## src/rtl/seg_pkg.sv

```systemverilog
// Shared 7-segment constants and decoder FSM state encoding.
// Segment bit order is {A,B,C,D,E,F,G}, active-high; the forward encoder uses the same table.
package seg_pkg;

   localparam logic [6:0] SEG_0     = 7'b1111110;
   localparam logic [6:0] SEG_1     = 7'b0110000;
   localparam logic [6:0] SEG_2     = 7'b1101101;
   localparam logic [6:0] SEG_3     = 7'b1111001;
   localparam logic [6:0] SEG_4     = 7'b0110011;
   localparam logic [6:0] SEG_5     = 7'b1011011;
   localparam logic [6:0] SEG_6     = 7'b1011111;
   localparam logic [6:0] SEG_7     = 7'b1110000;
   localparam logic [6:0] SEG_8     = 7'b1111111;
   localparam logic [6:0] SEG_9     = 7'b1111011;
   localparam logic [6:0] SEG_A     = 7'b1110111;
   localparam logic [6:0] SEG_B     = 7'b0011111;  // lower-case b
   localparam logic [6:0] SEG_C     = 7'b1001110;
   localparam logic [6:0] SEG_D     = 7'b0111101;  // lower-case d
   localparam logic [6:0] SEG_E     = 7'b1001111;
   localparam logic [6:0] SEG_F     = 7'b1000111;
   localparam logic [6:0] SEG_BLANK = 7'b0000000;

   typedef enum logic [1:0] {
      COUNT  = 2'd0,
      ACCEPT = 2'd1,
      HOLD   = 2'd2
   } seg_state_e;

endpackage

```

## src/rtl/seg7_to_hex.sv

```systemverilog
// Combinational reverse lookup: active-high segment pattern -> {is_blank, is_valid, nibble}.
module seg7_to_hex
   import seg_pkg::*;
(
   input  logic [6:0] pattern_i,
   output logic       is_blank_o,
   output logic       is_valid_o,
   output logic [3:0] nibble_o
);

   // Table lookup; anything not in the table and not blank is neither valid nor blank.
   always_comb begin
      is_blank_o = 1'b0;
      is_valid_o = 1'b1;
      nibble_o   = 4'h0;
      case (pattern_i)
         SEG_0:     nibble_o = 4'h0;
         SEG_1:     nibble_o = 4'h1;
         SEG_2:     nibble_o = 4'h2;
         SEG_3:     nibble_o = 4'h3;
         SEG_4:     nibble_o = 4'h4;
         SEG_5:     nibble_o = 4'h5;
         SEG_6:     nibble_o = 4'h6;
         SEG_7:     nibble_o = 4'h7;
         SEG_8:     nibble_o = 4'h8;
         SEG_9:     nibble_o = 4'h9;
         SEG_A:     nibble_o = 4'hA;
         SEG_B:     nibble_o = 4'hB;
         SEG_C:     nibble_o = 4'hC;
         SEG_D:     nibble_o = 4'hD;
         SEG_E:     nibble_o = 4'hE;
         SEG_F:     nibble_o = 4'hF;
         SEG_BLANK: begin
            is_blank_o = 1'b1;
            is_valid_o = 1'b0;
         end
         default:   is_valid_o = 1'b0;
      endcase
   end

endmodule

```

## src/rtl/seg_display_decoder.sv

```systemverilog
// Two-digit multiplexed 7-segment receiver: synchronises the segment bus, waits for a pattern
// to be stable for STABLE_CYCLES samples, then decodes it into the digit selected by SegSel.
// Optional feature macro: SEG_DECODE_CHANGE_CNT_EN adds the saturating ChangeCnt output.
module seg_display_decoder
   import seg_pkg::*;
#(
   parameter int unsigned STABLE_CYCLES  = 4,
   parameter bit          SEG_ACTIVE_LOW = 1'b0
) (
   input  logic        Clk,
   input  logic        Rst,
   input  logic        A,
   input  logic        B,
   input  logic        C,
   input  logic        D,
   input  logic        E,
   input  logic        F,
   input  logic        G,
   input  logic        SegSel,
   input  logic        ErrClr,
   output logic [3:0]  Digit0,
   output logic [3:0]  Digit1,
   output logic        Valid0,
   output logic        Valid1,
   output logic        Update,
   output logic        Err
`ifdef SEG_DECODE_CHANGE_CNT_EN
   ,
   output logic [15:0] ChangeCnt
`endif
);

   localparam int unsigned     CntW    = (STABLE_CYCLES > 2) ? $clog2(STABLE_CYCLES) : 1;
   localparam logic [CntW-1:0] LastCnt = CntW'(STABLE_CYCLES - 1);

   logic [6:0]      seg_raw;
   logic [7:0]      pat_in;
   logic [7:0]      sync1_q, pat_q, pat_prev_q;
   logic [CntW-1:0] cnt_q, cnt_d, cnt_inc;
   seg_state_e      state_q, state_d;
   logic            pat_changed, accept;
   logic [1:0][3:0] digit_q, digit_d;
   logic [1:0]      valid_q, valid_d;
   logic            err_q, err_d, upd_q, upd_d;
   logic            dec_blank, dec_valid;
   logic [3:0]      dec_nibble;

   // Inversion happens ahead of the synchroniser so reset (all zero) reads as a blank pattern.
   assign seg_raw = {A, B, C, D, E, F, G};
   assign pat_in  = {SegSel, (SEG_ACTIVE_LOW ? ~seg_raw : seg_raw)};

   // Two-flop synchroniser plus one-cycle delayed copy for change detection.
   always_ff @(posedge Clk or negedge Rst) begin
      if (!Rst) begin
         sync1_q    <= '0;
         pat_q      <= '0;
         pat_prev_q <= '0;
      end else begin
         sync1_q    <= pat_in;
         pat_q      <= sync1_q;
         pat_prev_q <= pat_q;
      end
   end

   assign pat_changed = (pat_q != pat_prev_q);
   assign cnt_inc     = cnt_q + 1'b1;

   // Stability filter FSM: count identical samples, accept once, then hold until the bus moves.
   always_comb begin
      state_d = state_q;
      cnt_d   = cnt_q;
      accept  = 1'b0;
      case (state_q)
         COUNT: begin
            if (pat_changed) begin
               cnt_d = '0;
            end else begin
               cnt_d = cnt_inc;
               if (cnt_inc == LastCnt) state_d = ACCEPT;
            end
         end
         ACCEPT: begin
            accept  = 1'b1;
            cnt_d   = '0;
            // A change landing on the accept cycle must not be lost in HOLD.
            state_d = pat_changed ? COUNT : HOLD;
         end
         HOLD: begin
            if (pat_changed) begin
               state_d = COUNT;
               cnt_d   = '0;
            end
         end
         default: begin
            state_d = COUNT;
            cnt_d   = '0;
         end
      endcase
   end

   // pat_prev_q is the sample that was counted stable, even if pat_q moved this cycle.
   seg7_to_hex u_seg7_to_hex (
      .pattern_i  (pat_prev_q[6:0]),
      .is_blank_o (dec_blank),
      .is_valid_o (dec_valid),
      .nibble_o   (dec_nibble)
   );

   // Digit/valid/error next state; error set wins over ErrClr.
   always_comb begin
      digit_d = digit_q;
      valid_d = valid_q;
      err_d   = err_q & ~ErrClr;
      if (accept) begin
         if (dec_valid) begin
            digit_d[pat_prev_q[7]] = dec_nibble;
            valid_d[pat_prev_q[7]] = 1'b1;
         end else if (dec_blank) begin
            valid_d[pat_prev_q[7]] = 1'b0;
         end else begin
            err_d = 1'b1;
         end
      end
      upd_d = accept && ((digit_d != digit_q) || (valid_d != valid_q));
   end

   // State, filter counter and output registers.
   always_ff @(posedge Clk or negedge Rst) begin
      if (!Rst) begin
         state_q <= COUNT;
         cnt_q   <= '0;
         digit_q <= '0;
         valid_q <= '0;
         err_q   <= 1'b0;
         upd_q   <= 1'b0;
      end else begin
         state_q <= state_d;
         cnt_q   <= cnt_d;
         digit_q <= digit_d;
         valid_q <= valid_d;
         err_q   <= err_d;
         upd_q   <= upd_d;
      end
   end

   assign Digit0 = digit_q[0];
   assign Digit1 = digit_q[1];
   assign Valid0 = valid_q[0];
   assign Valid1 = valid_q[1];
   assign Update = upd_q;
   assign Err    = err_q;

`ifdef SEG_DECODE_CHANGE_CNT_EN
   logic [15:0] chg_cnt_q;

   // Saturating count of Update pulses, cleared together with Err.
   always_ff @(posedge Clk or negedge Rst) begin
      if (!Rst) begin
         chg_cnt_q <= '0;
      end else if (ErrClr) begin
         chg_cnt_q <= '0;
      end else if (upd_d && (chg_cnt_q != 16'hFFFF)) begin
         chg_cnt_q <= chg_cnt_q + 16'd1;
      end
   end

   assign ChangeCnt = chg_cnt_q;
`endif

endmodule

```

## config.mk

```make
export PLATFORM = sky130hd
export DESIGN_NAME = seg_display_decoder
export DESIGN_NICKNAME = d
export VERILOG_FILES = /design/src/rtl/seg_pkg.sv /design/src/rtl/seg7_to_hex.sv /design/src/rtl/seg_display_decoder.sv
export SDC_FILE = /design/constraint.sdc
export NUM_CORES = 1
export LEC_CHECK = 0
export ABC_AREA = 1
export CORE_MARGIN = 2
export CORE_UTILIZATION = 35
export DETAILED_ROUTE_END_ITERATION = 8
export GPL_ROUTABILITY_DRIVEN = 0
export PLACE_DENSITY = 0.59
export SYNTH_ARGS = -nofsm -noshare
export SYNTH_HDL_FRONTEND = slang
export SYNTH_SLANG_ARGS = --single-unit
```

## constraint.sdc

```tcl
create_clock -name Clk -period 5.1 [get_ports Clk]
set_clock_uncertainty 0.2 [all_clocks]
set_input_delay 1.02 -clock Clk [delete_from_list [all_inputs] [get_ports Clk]]
set_output_delay 1.02 -clock Clk [all_outputs]
set_load 0.02 [all_outputs]
```

==> impl_metrics.env, run 1 <==
export IMPL_outcome="finished, final reports clean"
export IMPL_hp_class="reg -> reg"
export IMPL_grt_pass1_wl_um=6610
export IMPL_vias=1561
export IMPL_cp_end_kind="output port"
export IMPL_routed_wl_um=3650
export IMPL_postCtsSetupBuffers=0
export IMPL_avgSynthCellArea_um2=8.22
export IMPL_grt_overflow=0
export IMPL_stdcell_count=341
export IMPL_die_area_um2=6250
export IMPL_io_pins=23
export IMPL_synth_seq_cells=40
export IMPL_fillers=574
export IMPL_maxCapViolCount=0
export IMPL_start_util_pct=36.0
export IMPL_nets=280
export IMPL_finalCriticalPeriod_ns=2.55
export IMPL_cpLargestDelayFamily="buffers and inverters"
export IMPL_drive_gt1_share_pct=11.9
export IMPL_syn_inst=240
export IMPL_slowest_delay_ns=0.62
export IMPL_hold_violations=0
export IMPL_grt_max_degree=41
export IMPL_placed_cell_area_um2=2270
export IMPL_crit_slowest_cell="clkdlybuf4s50_1"
export IMPL_crit_buf_inv=1
export IMPL_die_h_um=79.1
export IMPL_slew_headroom_pct=42.5
export IMPL_layout_setup_ws_ns=2.55
export IMPL_grt_antenna_before_repair=0
export IMPL_io_buffers=22
export IMPL_timing_fmax_ghz=0.392
export IMPL_cts_buffer_depth=2
export IMPL_grt_setup_unrepaired="no"
export IMPL_worst_setup_path_type="reg -> out"
export IMPL_clock_latency_ns=0.28
export IMPL_critPathLaunchType="register"
export IMPL_hold_buffers=0
export IMPL_diodes=0
export IMPL_numCtsBuffers=5
export IMPL_seq_area_frac_synth_pct=50.8
export IMPL_vias_per_cell=4.58
export IMPL_fin_crit_sh_pct=50.1
export IMPL_dpl_hpwl_um=2810
export IMPL_cellLeakagePower_nw=1.20
export IMPL_cp_max_fo=4
export IMPL_die_w_um=79.1
export IMPL_yosysWarnings=0
export IMPL_worst_pin_slew_ns=0.863
export IMPL_tns_ns=0
export IMPL_dpl_worst_slack_ns=2.86
export IMPL_grt_pass1_vias=1495
export IMPL_placedCellCount=333
export IMPL_cts_resized=0
export IMPL_design_area_um2=2370
export IMPL_hold_ws_ns=0.139
export IMPL_clock_sinks=40
export IMPL_cts_tree="yes"
export IMPL_multi_input_area_um2=795
export IMPL_critPathRequiredTime_ns=3.88
export IMPL_clk_pin_slew_ns=0.08
export IMPL_critPathArrivalTime_ns=1.33
export IMPL_row_count=27
export IMPL_wl_per_cell_um=10.7
export IMPL_drt_initial_drc_count=58
export IMPL_syn_num_nets=252
export IMPL_cts_root_buf="clkbuf_8"
export IMPL_syn2layout_area_growth_pct=20.4
export IMPL_cts_max_level=2
export IMPL_ys_types=26
export IMPL_peakVddDrop_uv=165
export IMPL_drt_pass1_iterations=4
export IMPL_ant_nets=0
export IMPL_grtUsageTotal_pct=13.5
export IMPL_power_density_nw_per_um2=262
export IMPL_seq_area_um2=1000
export IMPL_synthesis_area_um2=1970
export IMPL_coreArea_um2=5470
export IMPL_crit_chain="clkdlybuf4s50_1"
export IMPL_slew_violations=0
export IMPL_drc=0
export IMPL_finalSetupViolCount=0
==> per-layer routing <==
layer | wire, µm | global-route usage, % | vias to the layer above
li1 | - | - | 807
met1 | 1750 | 17.6 | 719
met2 | 1700 | 21.4 | 29
met3 | 116 | 2.73 | 6
met4 | 76 | 6.55 | 0
met5 | 0 | 0 | -
==> through the flow <==
step	power, mW	utilization (%)
2_1_floorplan	0.362	-
3_3_place_gp	0.380	41.4
3_5_place_dp	0.380	41.4
4_1_cts	0.636	43.4
5_1_grt	0.651	43.4
6_report	0.623	43.4
==> worst paths after layout <==
kind                          startpoint    endpoint  slack, ns  cells past startpoint
setup / recovery              valid_q[0]      Valid0       2.55                      1
hold / removal                sync1_q[2]    pat_q[2]       0.14                      0
setup reg to reg           pat_prev_q[3]      Update       2.92                     12
hold reg to reg               sync1_q[2]    pat_q[2]       0.14                      0
max in group asynchronous            Rst  sync1_q[6]       3.51                      1
min in group asynchronous            Rst  sync1_q[1]       0.64                      1
==> worst register-to-register path, delay by kind of cell, from the launching register on <==
family | cells | cell delay (ns)
buffers and inverters | 1 | 0.07
DFF | 1 | 0.44
and+or+nand+nor | 11 | 1.35
==> registers in the layout, summed over array words and instances, names as in the netlist <==
register    cells
sync1_q         8
cnt_q           2
Digit0          4
Err             1
Update          1
pat_q           8
pat_prev_q      8
valid_q         2
Digit1          4
state_q         2
==> cell type report <==
cell class,count,share of cell area (%)
flip-flops and latches,40,42.2
multi-input cells,155,33.5
repair buffers,22,9.07
inverters,44,6.96
well taps,72,3.80
clock buffers,6,3.06
clock inverters,2,1.48
==> kinds of logic after synthesis <==
logic type | count (synthesis) | synth area share (%)
xor+xnor | 6 | 2.66
compound gates | 14 | 4.44
fa+ha+maj | 1 | 0.634
buf+inv | 45 | 8.95
flops | 40 | 50.8
simple gates | 134 | 32.6
==> cell usage after synthesis <==
cell type  number  area share (%)
dfrtp_1        40              51
a21boi_0        1            0.38
a21oi_1         2            0.51
nor4_1          2            0.63
o21bai_1        4             1.5
o22ai_1         1            0.32
nand4_1        12             3.8
buf_6           1            0.57
o32ai_1         1            0.44
nand2_1        51             9.7
nor2_2          6             1.9
xnor2_1         4             1.8
nand3_2         2             1.0
nor2_4          2             1.1
nand2_2         6             1.9
o21ai_0         5             1.3
inv_2           5            0.95
and2_1          1            0.32
nand3_4         1            0.89
inv_1          39             7.4
nor3_1          1            0.25
or2_2           2            0.63
nor2_1         29             5.5
xor2_1          2            0.89
ha_1            1            0.63
nand3_1        19             4.8
==> where the power goes <==
group | internal [mW] | total [mW] | switching, mW
logic | 0.0154 | 0.0387 | 0.0233
clock network | 0.145 | 0.250 | 0.105
registers | 0.327 | 0.334 | 0.00766
total | 0.487 | 0.623 | 0.136
==> layout by cell type, fill, tap and decap left out, types with 6 or more instances in the layout <==
| master | instances |
|---|---|
| nand2_1 | 51 |
| dfrtp_1 | 40 |
| inv_1 | 39 |
| nor2_1 | 29 |
| clkdlybuf4s50_1 | 21 |
| nand3_1 | 19 |
| nand4_1 | 12 |
| nand2_2 | 6 |
| nor2_2 | 6 |
Note: power is estimated with default switching activity, not from simulation.
==> run 2: changes to the inputs <==
==> constraint.sdc (replaced) <==
create_clock -name Clk -period 2.5 [get_ports Clk]
set_clock_uncertainty 0.2 [all_clocks]
set_input_delay 0.5 -clock Clk [delete_from_list [all_inputs] [get_ports Clk]]
set_output_delay 0.5 -clock Clk [all_outputs]
set_load 0.02 [all_outputs]
==> run 2 against run 1 <==
Net effect: die area unchanged; largest power group unchanged; non-clock buffer count rose by 2; highest routed layer unchanged; register-to-register slack got worse by 2.7 ns; cell count is 0.59% higher; utilization grew 0.41 points.
==> impl_metrics.env, run 2 (synthesis results as in run 1) <==
export IMPL_drc=0
export IMPL_io_buffers=22
export IMPL_tns_ns=0
export IMPL_timing_fmax_ghz=0.440
export IMPL_vias=1610
export IMPL_rr_startpoint="pat_prev_q[2]"
export IMPL_clock_latency_ns=0.29
export IMPL_slowest_delay_ns=0.43
export IMPL_coreArea_um2=5470
export IMPL_cp_end_kind="register"
export IMPL_clk_pin_slew_ns=0.08
export IMPL_critPathArrivalTime_ns=2.24
export IMPL_nets=282
export IMPL_crit_buf_inv=2
export IMPL_grtUsageTotal_pct=13.7
export IMPL_grt_pass1_vias=1508
export IMPL_r2r_slack_ns=0.23
export IMPL_peakVddDrop_uv=396
export IMPL_routed_wl_um=3700
export IMPL_worst_pin_slew_ns=0.596
export IMPL_cts_tree="yes"
export IMPL_finalCriticalPeriod_ns=2.27
export IMPL_hp_class="in -> async"
export IMPL_cpLargestDelayFamily="simple AND/OR/NAND/NOR gates"
export IMPL_die_h_um=79.1
export IMPL_postCtsSetupBuffers=0
export IMPL_rr_worst_depth=14
export IMPL_die_area_um2=6250
export IMPL_clock_sinks=40
export IMPL_grt_pass1_wl_um=6650
export IMPL_numCtsBuffers=5
export IMPL_crit_top_cell="nand2_1"
export IMPL_power_density_nw_per_um2=542
export IMPL_dpl_hpwl_um=2790
export IMPL_cts_max_level=2
export IMPL_endpoint="Update"
export IMPL_cts_buffer_depth=2
export IMPL_r2r_end="Update"
export IMPL_drt_initial_drc_count=120
export IMPL_post_route_util_pct=43.8
export IMPL_start_util_pct=36.0
export IMPL_maxCapViolCount=0
export IMPL_cellLeakagePower_nw=1.21
export IMPL_critPathRequiredTime_ns=2.47
export IMPL_worst_setup_path_type="reg -> reg"
export IMPL_fillers=561
export IMPL_grt_overflow=0
export IMPL_drive_gt1_share_pct=12.9
export IMPL_cts_resized=0
export IMPL_critPathLaunchType="register"
export IMPL_cts_root_buf="clkbuf_8"
export IMPL_crit_slowest_cell="dfrtp_1"
export IMPL_wl_per_cell_um=10.8
export IMPL_hold_buffers=0
export IMPL_slew_violations=0
export IMPL_worst_path_stages=14
export IMPL_slew_headroom_pct=59.9
export IMPL_fin_crit_sh_pct=90.8
export IMPL_grt_max_degree=41
export IMPL_layout_common_cells="51 x nand2_1, 40 x dfrtp_1, 39 x inv_1, 29 x nor2_1, 21 x clkdlybuf4s50_1"
export IMPL_io_pins=23
export IMPL_cp_max_fo=16
export IMPL_syn2layout_area_growth_pct=21.5
export IMPL_drt_pass1_iterations=4
export IMPL_diodes=0
export IMPL_grt_antenna_before_repair=0
export IMPL_die_w_um=79.1
export IMPL_crit_chain="nor2_1 > nand2_1 > nor2_1 > inv_2 > nand2_1 > nor2_4 > nand3_4 > nand2_2 > nand3_1 > nand2_1 > inv_1 > nand2_1 > nor2_1 > nand3_1"
export IMPL_largestRegisters="pat_prev_q x8, pat_q x8, sync1_q x8"
export IMPL_finalSetupViolCount=0
export IMPL_layout_commonest_cell="nand2_1"
export IMPL_row_count=27
export IMPL_grt_setup_unrepaired="no"
export IMPL_hold_violations=0
export IMPL_outcome="finished, final reports clean"
export IMPL_vias_per_cell=4.69
export IMPL_hold_ws_ns=0.0457
export IMPL_ant_nets=0
export IMPL_startpoint="pat_prev_q[2]"
-- run 2: changes by cell type in the layout (fill, tap and decap cells not counted), sizes merged --
cell,previous run,this run
buf,1,3
inv,44,45
clkinv,1,0
clkbuf,6,5
clkinvlp,0,1
-- run 2: worst min-delay path by stage --
stage	from	endpoint	slack, ns	cells past startpoint
after CTS	Rst	pat_q[0]	0.06	2
after detailed placement	sync1_q[0]	pat_q[0]	0.13	0
after floorplan	Rst	Digit0[0]	0.004	0
after global placement	sync1_q[2]	pat_q[2]	0.13	0
after global routing	Rst	pat_q[0]	0.08	2
final	Rst	pat_prev_q[0]	0.05	2
-- run 2: power by group --
group / internal (mW) / leakage, nW / switching, mW
Combinational: 0.0324 / 0.651 / 0.0474
Sequential: 0.666 / 0.503 / 0.0162
Clock: 0.301 / 0.0548 / 0.236
Total: 0.999 / 1.21 / 0.300
-- run 2: stage by stage --
| step | cells | cell area (µm²) | power [mW] | setup WS (ns) |
|---|---|---|---|---|
| after floorplan | 240 | 1970 | 0.739 | 0.639 |
| after global placement | 335 | 2280 | 0.775 | 0.294 |
| after detailed placement | 335 | 2280 | 0.777 | 0.276 |
| after CTS | 343 | 2400 | 1.32 | 0.265 |
| after global routing | 343 | 2400 | 1.36 | 0.0491 |
| final | 343 | 2400 | 1.30 | 0.229 |
-- run 2: area by class of cell --
class                   instances  area [µm²]  share of cell area, %
clock buffers                   5        68.8                   2.87
multi-input cells             155         795                   33.2
flip-flops and latches         40        1000                   41.8
inverters                      44         165                   6.89
clock inverters                 3        46.3                   1.93
well taps                      72        90.1                   3.76
repair buffers                 24         230                   9.61
-- run 2: routing by layer --
metal  routed length [µm]  share of wire, %  vias up  global-route usage (%)
met5                    0                 0        -                       0
met3                  168               4.5        5                    3.41
li1                     -                 -      812                       -
met1                 1730                47      747                    18.0
met2                 1730                47       46                    21.2
met4                   74               2.0        0                    6.72
-- run 2: worst reg2reg max path, stage by stage, from the launching register on --
cell and delay (ns):
dfrtp_1 0.43, nor2_1 0.22, nand2_1 0.11, nor2_1 0.19, inv_2 0.06, nand2_1 0.13, nor2_4 0.05, nand3_4 0.18
nand2_2 0.15, nand3_1 0.10, nand2_1 0.05, inv_1 0.07, nand2_1 0.05, nor2_1 0.09, nand3_1 0.09
==> run 3: changes to the inputs <==
--- a/config.mk
+++ b/config.mk
@@ -5,12 +5,13 @@
 export SDC_FILE = /design/constraint.sdc
 export NUM_CORES = 1
 export LEC_CHECK = 0
-export ABC_AREA = 1
+export ABC_AREA = 0
+export ABC_CLOCK_PERIOD_IN_PS = 2500
 export CORE_MARGIN = 2
-export CORE_UTILIZATION = 35
+export CORE_UTILIZATION = 54
 export DETAILED_ROUTE_END_ITERATION = 8
 export GPL_ROUTABILITY_DRIVEN = 0
-export PLACE_DENSITY = 0.59
+export PLACE_DENSITY = 0.83
 export SYNTH_ARGS = -nofsm -noshare
 export SYNTH_HDL_FRONTEND = slang
 export SYNTH_SLANG_ARGS = --single-unit
==> run 3 against run 2 <==
Net effect: synthesized cell count fell by 33%; highest routed layer unchanged; flip-flop and latch count unchanged; non-clock buffer count increased by 1; design area shrank 7.7%; die area is 37% lower; worst setup slack lost 0.080 ns; first-iteration DRC count fell by 14%; register-to-register slack worse by 0.08 ns; utilization rose by 23 points; via count decreased by 21%; count of clock-buffer cells in the layout is the same; largest power group unchanged.
==> impl_metrics.env, run 3 <==
export IMPL_syn_num_nets=174
export IMPL_hold_buffers=0
export IMPL_grt_pass1_wl_um=6340
export IMPL_seq_area_frac_synth_pct=53.5
export IMPL_avgSynthCellArea_um2=11.5
export IMPL_synth_most_common_cell="dfrtp_1"
export IMPL_drt_initial_drc_count=103
export IMPL_grt_pass1_vias=1307
export IMPL_slew_violations=0
export IMPL_yosysWarnings=0
export IMPL_fillers=265
export IMPL_nets=197
export IMPL_layout_commonest_cell="dfrtp_1"
export IMPL_synthArstFlopShare_pct=100
export IMPL_syn2layout_area_growth_pct=18.3
export IMPL_wl_per_cell_um=15.2
export IMPL_dpl_hpwl_um=2520
export IMPL_fin_crit_sh_pct=94.0
export IMPL_critPathArrivalTime_ns=2.39
export IMPL_synth_flop_cell="dfrtp_1"
export IMPL_clock_sinks=40
export IMPL_drc=0
export IMPL_cts_root_buf="clkbuf_4"
export IMPL_tns_ns=0
export IMPL_synth_area_top_cells="dfrtp_1 54%, xnor2_1 6.6%, mux2_4 3.2%"
export IMPL_synth_top_area_cell="dfrtp_1"
export IMPL_finalSetupViolCount=0
export IMPL_synth_edf_count=0
export IMPL_synthesis_area_um2=1870
export IMPL_clock_latency_ns=0.34
export IMPL_worst_pin_slew_ns=0.848
export IMPL_critPathLaunchType="register"
export IMPL_grt_setup_unrepaired="no"
export IMPL_synth_seq_cells=40
export IMPL_outcome="finished, final reports clean"
export IMPL_hold_violations=0
export IMPL_cts_tree="yes"
export IMPL_io_pins=23
export IMPL_cts_max_level=2
export IMPL_drt_pass1_iterations=4
export IMPL_grt_overflow=0
export IMPL_cts_buffer_depth=2
export IMPL_numCtsBuffers=5
export IMPL_drive_gt1_share_pct=16.7
export IMPL_cp_max_fo=15
export IMPL_finalCriticalPeriod_ns=2.35
export IMPL_row_count=21
export IMPL_peakVddDrop_uv=448
export IMPL_cp_end_kind="register"
export IMPL_vias_per_cell=5.48
export IMPL_coreArea_um2=3340
export IMPL_critPathRequiredTime_ns=2.54
export IMPL_r2r_slack_ns=0.15
export IMPL_cellLeakagePower_nw=0.934
export IMPL_rr_worst_depth=6
export IMPL_diodes=0
export IMPL_die_area_um2=3950
export IMPL_ant_nets=0
export IMPL_routed_wl_um=3530
export IMPL_layout_common_cells="35 x dfrtp_1, 21 x clkdlybuf4s50_1, 14 x xnor2_1, 13 x nand2_1, 7 x nor3_1"
export IMPL_rr_startpoint="pat_prev_q[6]"
export IMPL_die_w_um=62.9
export IMPL_syn_inst=162
export IMPL_cts_resized=0
export IMPL_slew_headroom_pct=43.4
export IMPL_endpoint="Digit0[1]"
export IMPL_synth_top_area_share_pct=53.5
export IMPL_maxCapViolCount=0
export IMPL_grtUsageTotal_pct=20.6
export IMPL_r2r_end="Digit0[1]"
export IMPL_io_buffers=22
export IMPL_postCtsSetupBuffers=0
export IMPL_timing_fmax_ghz=0.426
export IMPL_startpoint="pat_prev_q[6]"
export IMPL_ys_types=42
export IMPL_grt_max_degree=41
export IMPL_die_h_um=62.9
export IMPL_start_util_pct=56.1
export IMPL_clk_pin_slew_ns=0.12
export IMPL_vias=1272
export IMPL_worst_setup_path_type="reg -> reg"
export IMPL_largestRegisters="pat_prev_q x8, pat_q x8, sync1_q x8"
export IMPL_post_route_util_pct=66.3
export IMPL_power_density_nw_per_um2=543
export IMPL_grt_antenna_before_repair=0
export IMPL_synth_common_cells="40 x dfrtp_1, 14 x xnor2_1, 13 x nand2_1, 8 x nor3_1, 6 x a21oi_1"
export IMPL_hp_class="in -> async"
==> run 3: cell types whose count changed after synthesis, sizes merged, moves of 9 or more <==
cell,change
nand3,-19
inv,-40
mux2,+9
nor2,-32
xnor2,+10
nand2,-43
==> run 3: area by class of cell <==
class                      count  area, µm²  share of cell area, %
timing repair buffer          25        238                   10.7
clock buffer                   5       37.5                   1.70
tap                           46       57.6                   2.60
clock inverter                 3       42.5                   1.92
inverter                       4       15.0                  0.679
sequential                    40       1010                   45.5
multi-input combinational    109        815                   36.8
==> run 3: through the flow <==
step | setup WS (ns) | cells | cell area, µm² | hold slack (ns) | power [mW]
after CTS | 0.0469 | 232 | 2180 | 0.0609 | 1.21
final | 0.150 | 232 | 2210 | 0.0487 | 1.20
after global routing | 0.0106 | 232 | 2210 | 0.101 | 1.25
after detailed placement | 0.0611 | 224 | 2100 | 0.135 | 0.793
after global placement | 0.168 | 224 | 2100 | 0.132 | 0.786
after floorplan | 0.319 | 162 | 1870 | 0.00441 | 0.753
==> run 3: worst min path at each step <==
stage,start,endpoint,slack (ns),cells after the start
2_1_floorplan,Rst,Digit0[0],0.004,0
6_report,Rst,cnt_q[1],0.05,1
4_1_cts,Rst,sync1_q[0],0.06,1
3_5_place_dp,sync1_q[1],pat_q[1],0.13,0
5_1_grt,Rst,sync1_q[2],0.10,1
3_3_place_gp,sync1_q[1],pat_q[1],0.13,0
==> run 3: where the power goes <==
group | internal (mW) | switching, mW
Clock | 0.208 | 0.210
Sequential | 0.667 | 0.0256
Combinational | 0.0435 | 0.0470
==> run 3: logic make-up after synthesis <==
| family | count (synthesis) | synth area share, % |
|---|---|---|
| flops | 40 | 53.5 |
| buf+inv | 13 | 4.15 |
| simple gates | 57 | 17.5 |
| fa+ha+maj | 1 | 0.669 |
| mux | 9 | 6.22 |
| xor+xnor | 19 | 8.90 |
| compound gates | 23 | 9.03 |
==> run 3: critical path: stages, from the launching register on <==
cell and delay (ns):
dfrtp_2 0.51, or3b_1 0.41, a21oi_1 0.19, o211ai_1 0.18, a41oi_2 0.25, nand2b_2 0.18
mux2_4 0.33
==> run 3: metal layers <==
| metal | track usage, % | share of wire (%) | wire length, µm |
|---|---|---|---|
| met5 | 0 | 0 | 0 |
| met4 | 10.0 | 1.5 | 54 |
| met3 | 4.14 | 3.6 | 128 |
| met2 | 31.0 | 49 | 1720 |
| met1 | 28.8 | 46 | 1630 |
